**src/rtl/prog_updown_counter.sv**
```systemverilog
// Programmable bounded up/down counter with saturate-or-wrap limits, load clamping,
// a registered terminal-count pulse and sticky overflow/underflow flags.
module prog_updown_counter #(
    parameter int               WIDTH   = 8,
    parameter logic [WIDTH-1:0] RST_VAL = '0
) (
    input  logic             clk,
    input  logic             rst_n,
    input  logic             enable,
    input  logic             load,
    input  logic             up_down,
    input  logic [WIDTH-1:0] d_in,
    input  logic [WIDTH-1:0] step,
    input  logic [WIDTH-1:0] lo_limit,
    input  logic [WIDTH-1:0] hi_limit,
    input  logic             sat_mode,
    input  logic             clr_flags,
    output logic [WIDTH-1:0] count,
    output logic             tc,
    output logic             ovf_flag,
    output logic             unf_flag,
    output logic             cfg_err
);

    logic             cfg_bad;
    logic [WIDTH:0]   sum;
    logic [WIDTH:0]   lo_plus_step;
    logic [WIDTH-1:0] load_val;
    logic [WIDTH-1:0] count_nxt;
    logic             tc_nxt;
    logic             ovf_set;
    logic             unf_set;

    // Inverted limits are checked live so a bad bound pair never moves the count.
    assign cfg_bad      = (lo_limit > hi_limit);
    assign sum          = {1'b0, count} + {1'b0, step};
    assign lo_plus_step = {1'b0, lo_limit} + {1'b0, step};

    always_comb begin
        load_val = d_in;
        if (d_in < lo_limit) begin
            load_val = lo_limit;
        end else if (d_in > hi_limit) begin
            load_val = hi_limit;
        end
    end

    always_comb begin
        count_nxt = count;
        tc_nxt    = 1'b0;
        ovf_set   = 1'b0;
        unf_set   = 1'b0;
        if (enable && !cfg_bad) begin
            if (load) begin
                count_nxt = load_val;
            end else if (step != '0) begin
                if (up_down) begin
                    if (sum > {1'b0, hi_limit}) begin
                        ovf_set   = 1'b1;
                        tc_nxt    = 1'b1;
                        count_nxt = sat_mode ? hi_limit : lo_limit;
                    end else begin
                        count_nxt = sum[WIDTH-1:0];
                    end
                end else begin
                    if ({1'b0, count} >= lo_plus_step) begin
                        count_nxt = count - step;
                    end else begin
                        unf_set   = 1'b1;
                        tc_nxt    = 1'b1;
                        count_nxt = sat_mode ? lo_limit : hi_limit;
                    end
                end
            end
        end
    end

    // A flag-setting event in the same cycle as clr_flags leaves the flag set.
    always_ff @(posedge clk or negedge rst_n) begin
        if (!rst_n) begin
            count    <= RST_VAL;
            tc       <= 1'b0;
            ovf_flag <= 1'b0;
            unf_flag <= 1'b0;
            cfg_err  <= 1'b0;
        end else begin
            count    <= count_nxt;
            tc       <= tc_nxt;
            ovf_flag <= ovf_set | (ovf_flag & ~clr_flags);
            unf_flag <= unf_set | (unf_flag & ~clr_flags);
            cfg_err  <= cfg_bad;
        end
    end

endmodule

```
**config.mk**
```make
export PLATFORM = sky130hd
export DESIGN_NAME = prog_updown_counter
export DESIGN_NICKNAME = d
export VERILOG_FILES = /design/src/rtl/prog_updown_counter.sv
export SDC_FILE = /design/constraint.sdc
export NUM_CORES = 1
export LEC_CHECK = 0
export ABC_CLOCK_PERIOD_IN_PS = 3300
export CAP_MARGIN = 5
export CELL_PAD_IN_SITES_DETAIL_PLACEMENT = 0
export CELL_PAD_IN_SITES_GLOBAL_PLACEMENT = 1
export CORE_MARGIN = 1.5
export CORE_UTILIZATION = 37
export DETAILED_ROUTE_END_ITERATION = 8
export PLACE_DENSITY = 0.84
export SYNTH_ARGS = -nofsm -noshare
export SYNTH_HDL_FRONTEND = slang
export SYNTH_SLANG_ARGS = --single-unit
```
**constraint.sdc**
```tcl
create_clock -name clk -period 3.3 [get_ports clk]
set_input_delay 0.33 -clock clk [delete_from_list [all_inputs] [get_ports clk]]
set_output_delay 0.33 -clock clk [all_outputs]
set_load 0.01 [all_outputs]
```
### Yosys cells after proc, flatten, opt, wreduce, memory -nomap -nowiden

Cells that the tools add are included.

* register bits: 12
* input port bits: 39
* output and inout bits: 12
* logic and storage cells: 46

* $add $sub $neg: 3
* $lt $le $gt $ge: 5
* muxes and demuxes: 23
* bitwise logic cells: 5
* reduce and logical (&&, ||, !) cells: 5

Operators by type and width (number)
* 2-to-1 mux 8 bit: 9
* adder 8 x 8 -> 9 bit: 2
* > comparator 8 bit: 2
* 2-to-1 mux 1 bit: 14
* >= comparator 8 x 9 -> 1 bit: 1
* > comparator 9 x 8 -> 1 bit: 1
* less-than comparator 8 bit: 1
* nonzero test 8 bit: 1
* subtractor 8 bit: 1
* bitwise AND 1 bit: 2
* bitwise OR 1 bit: 2
* AND reduction 2 bit: 1
* nonzero test 2 bit: 1
* logical AND 1 bit: 1
* zero test 1 bit: 1
* inverter 1 bit: 1

### Depth between registers and ports, before layout

* depth in word-level cells: 8
* depth in mapped cells: 18
* mapped depth without buffers: 16

### Worst setup path after synthesis

No wires, ideal clock.

* path kind: register to register
* from: register count[2]
* to: register count[3]
* library setup time: 0.131 ns
* arrival: 3.367 ns
* required time: 3.169 ns
* setup slack: -0.197 ns
* cell stages (with the launch flop): 18
* buffers on the path: 2
* clock period less this slack: 3.497 ns
* path through: dfrtp_1 ha_1 buf_2 nand2b_1 a221o_1 a21oi_1 nor2_1 xnor2_1 inv_1 ha_1 nand4_1 a21oi_1 o41ai_1 nand2b_1 buf_2 mux2_1 a211oi_1 o211ai_1

* word-level cells in the longest chain between the ends: 6
* elaborated cells on any way between the ends: 9
* those cells by class: 2 x add/sub; 2 x order compare; 5 x mux

RTL lines
* from (decl): RTL line 18 `output logic [WIDTH-1:0] count,`
* from (signal assigned): RTL line 87 `count <= count_nxt;`
* adder 8 x 8 -> 9 bit: RTL line 36 `assign sum = {1'b0, count} + {1'b0, step};`
* > comparator 9 x 8 -> 1 bit: RTL line 58 `if (sum > {1'b0, hi_limit}) begin`
* 2-to-1 mux 8 bit: RTL line 58
* 2-to-1 mux 8 bit (*): RTL line 57 `if (up_down) begin`
* 2-to-1 mux 8 bit (*): RTL line 56 `end else if (step != '0) begin`
* 2-to-1 mux 8 bit (*): RTL line 54 `if (load) begin`

Mark *: on every way between the ends. The rest lies on a longest branch, timed or not. The select of a mux whose other input is x is not followed.
A chain may end at the register's enable or synchronous reset.

### Worst setup path in the final report

* from: register count[1]
* to: register count[3]

The elaborated chain is that of the path after synthesis.

==> summary.md <==
## Outcome
* complete, but fails checks — status
* setup timing — violated checks

## Power
* 650 mW/mm2 — total power density per cell area
* 341 uV — Worst IR Drop VDD
* 2.14 nW — static leakage power

## Global route
* 0 — leftover overflow at the end of global routing
* 0 — number of antenna violations at the first check in global routing
* 23.8% — total global routing track utilization
* 3315 — number of global-route vias before repair
* 16200 um — first-pass GRT wire length
* 20 — pin count of the biggest net entering global routing

## Clock tree
* 3 — number of buffers created by CTS
* 2 — Clock Path Buffers
* 1 — H-tree levels
* sky130_fd_sc_hd__clkbuf_8 — CTS Root Buffer Type
* 12 — TritonCTS sink count
* 0.06 ns — Clock transition at path regs
* built — CTS tree
* 0.25 ns — source-to-sink clock delay at the later pin of the worst-skew pair

## Worst setup path
* 3.57 ns — arrival time worst endpoint
* 8 — largest fanout of any net on the critical path
* 3.41 ns — required time at the endpoint of the critical path
* flop to flop — Worst Path Class, Setup
* count[3] — endpoint of the lowest-slack register-to-register path
* count[1] — critical register-to-register path startpoint
* flop — Worst setup SP type
* 15 — depth of the most critical reg-to-reg path
* flop — sort of element at the end of the critical path
* -0.16 ns — setup slack of the most critical reg-to-reg path
* count[1] — worst setup path start

## Yosys
* sky130_fd_sc_hd__ha_1, sky130_fd_sc_hd__inv_1, sky130_fd_sc_hd__nor2_1 — synth cell count leaders
* 0.00299 mm2 — post-synthesis instance area
* 26.0% — top cell type's share of synthesized area
* 475 — Synth Net Count
* 60 — synth unique cells
* sky130_fd_sc_hd__ha_1 — cell type with the largest total area after synthesis
* 100% — share of synthesized registers carrying an async set or reset
* 0 — number of enable-type register cells in the synthesized netlist
* sky130_fd_sc_hd__ha_1, sky130_fd_sc_hd__dfrtp_1, sky130_fd_sc_hd__mux2i_1 — Area contributors post-synth
* 10.1% — portion of the post-synthesis area used by sequential elements
* 8.05 um2 — average cell area after synthesis
* sky130_fd_sc_hd__dfrtp_1 — commonest register cell after synthesis
* 0 — synth warn
* sky130_fd_sc_hd__ha_1 — dominant cell by count in the synthesized netlist
* 12 — count of state elements after synthesis
* 371 — synthesized instance count

## Placement
* 50 — count of port buffers added during placement
* 8110 um — Final HPWL DP
* -0.822 ns — worst setup slack after placement
* 0.850 — final weighted congestion in routability-driven placement
* 0.00412 mm2 — cell area reported after detailed placement

## Final layout
* 57.7% — fraction of the core area covered by cells at the end of the flow
* 703 — number of fillers in the final layout
* 0 — number of inserted diodes
* 50.1% — signed area change from the synthesized netlist to the final layout
* 598 — layout net count
* 0.00448 mm2 — final standard cell area without fillers
* 27.8% — ratio of cells with drive above 1 in the final layout

## Route
* 4 — first-pass detailed-route iteration total
* 5.37 — detailed-route vias per instance
* 9860 um — final routed wirelength across all metal layers
* 0 — remaining antenna violation count after routing
* 3196 — Vias
* 16.6 um — Routed wire per std cell
* 78 — number of DRC markers after the initial detailed-route iteration
* 0 — drt drc

## STA
* yes — RSZ-0062 raised after global routing
* 0 — Final Hold Vio Count
* -0.160 ns — worst setup margin
* 3.46 ns — minimum period implied by the final worst setup slack
* 46.7% — worst-case headroom to the max-slew limit
* 0.796 ns — transition time of the tightest slew-check pin
* 105% — fraction of the cycle the final worst path needs
* 0 — Pins Over Slew Limit
* 289 MHz — highest clock rate
* 8 — final number of setup-violating endpoints
* 0.00210 ns — final setup skew

## Die
* 92.9 um — die height
* 51 — IO Pins
* 92.9 um — die extent in x
* 0.00862 mm2 — area enclosed by the die boundary
* 38.5% — initial core utilization
* 0.00777 mm2 — area of the core region
* 32 — floorplan row count

## Job
* 0 — max cap viols

## Worst hold path
* input port to asynchronous set/reset pin — classification of the worst-slack hold path

## sequential cells by signal, indices dropped and copies added (netlist names)
name      cells
count         8
cfg_err       1
ovf_flag      1
tc            1
unf_flag      1
## worst max-delay path, cell delays in order (launching register included)
cell and delay [ns]:
sky130_fd_sc_hd__dfrtp_1 0.42, sky130_fd_sc_hd__buf_4 0.16, sky130_fd_sc_hd__fa_2 0.40, sky130_fd_sc_hd__nand2b_4 0.09
sky130_fd_sc_hd__a21oi_1 0.07, sky130_fd_sc_hd__nor2_1 0.15, sky130_fd_sc_hd__xor2_1 0.24, sky130_fd_sc_hd__ha_1 0.30
sky130_fd_sc_hd__a211oi_2 0.23, sky130_fd_sc_hd__nor2_1 0.09, sky130_fd_sc_hd__o41ai_2 0.32, sky130_fd_sc_hd__nand2b_1 0.11
sky130_fd_sc_hd__buf_6 0.15, sky130_fd_sc_hd__mux2_4 0.30, sky130_fd_sc_hd__a211oi_2 0.20, sky130_fd_sc_hd__o211ai_1 0.11
## per-layer routing
layer,GRT usage (%),share of wire [%]
met4,6.44,2.4
met1,31.3,45
met5,0,0
met2,42.4,48
met3,0.575,4.0
## timing repair
action / 4_1_cts / 5_1_grt
pin swaps: 39 / 15
cloned: 1 / 0
buffers inserted: 8 / 2
gates resized for setup: 66 / 9
hold buffers: 0 / 0
endpoints found under the setup margin: 11 / 10
## worst max path at each step
stage	end	slack [ns]	cells past startpoint
floorplan	count[3]	-0.08	17
global placement	count[6]	-0.80	18
detailed placement	count[0]	-0.82	17
CTS	count[3]	-0.16	17
global route	count[5]	-0.34	17
finish	count[3]	-0.16	15
## logic make-up after synthesis
group	Yosys count	share of synthesized area, %
simple gates	103	17.9
compound gates	101	24.0
xor+xnor	14	4.10
fa+ha+maj	65	28.0
buf+inv	48	6.45
mux	28	9.51
flops	12	10.1
## power by group
group / internal (W) / leakage [nW] / switching, W / total [W]
registers: 0.000199 / 0.150 / 0.0000639 / 0.000263
logic: 0.00134 / 1.97 / 0.00115 / 0.00248
clock network: 0.000106 / 0.0288 / 0.0000625 / 0.000168
## final cells by class
class	instances	area (um2)	share of cell area, %
inverters	35	131	2.93
well taps	102	128	2.85
multi-input cells	311	2740	61.0
repair buffers	131	1130	25.3
clock buffers	4	55.1	1.23
flip-flops and latches	12	300	6.70
## per-stage QoR
step	hold WS [ns]	std cells	TNS [ns]	total power, W
finish	0.453	595	-0.735	0.00291
detailed placement	0.520	580	-7.43	0.00240
global placement	0.517	580	-7.28	0.00236
CTS	0.477	593	-0.621	0.00283
floorplan	0.0344	371	-0.220	0.00160
global route	0.515	595	-2.35	0.00315
## placed cells by master, fill, tap and decap left out, types with 4 or more instances in the layout
cell type,count
sky130_fd_sc_hd__inv_2,4
sky130_fd_sc_hd__o21a_1,5
sky130_fd_sc_hd__dfrtp_1,12
sky130_fd_sc_hd__a21oi_2,4
sky130_fd_sc_hd__nand4_1,6
sky130_fd_sc_hd__nor2_1,26
sky130_fd_sc_hd__ha_4,8
sky130_fd_sc_hd__a21o_1,5
sky130_fd_sc_hd__clkbuf_8,4
sky130_fd_sc_hd__a211oi_1,5
sky130_fd_sc_hd__nand2_1,20
sky130_fd_sc_hd__nor2b_1,9
sky130_fd_sc_hd__buf_6,5
sky130_fd_sc_hd__ha_1,52
sky130_fd_sc_hd__o21ai_0,16
sky130_fd_sc_hd__inv_1,31
sky130_fd_sc_hd__xnor2_1,7
sky130_fd_sc_hd__nand2b_1,5
sky130_fd_sc_hd__buf_4,75
sky130_fd_sc_hd__xor2_1,7
sky130_fd_sc_hd__o21ai_1,4
sky130_fd_sc_hd__clkdlybuf4s50_1,39
sky130_fd_sc_hd__mux2i_1,24
sky130_fd_sc_hd__nand3_1,4
sky130_fd_sc_hd__buf_2,4
sky130_fd_sc_hd__a221o_1,6
sky130_fd_sc_hd__a21oi_1,20
sky130_fd_sc_hd__nor3_1,6
sky130_fd_sc_hd__and3_1,5
Note: power is estimated with default switching activity, not from simulation.
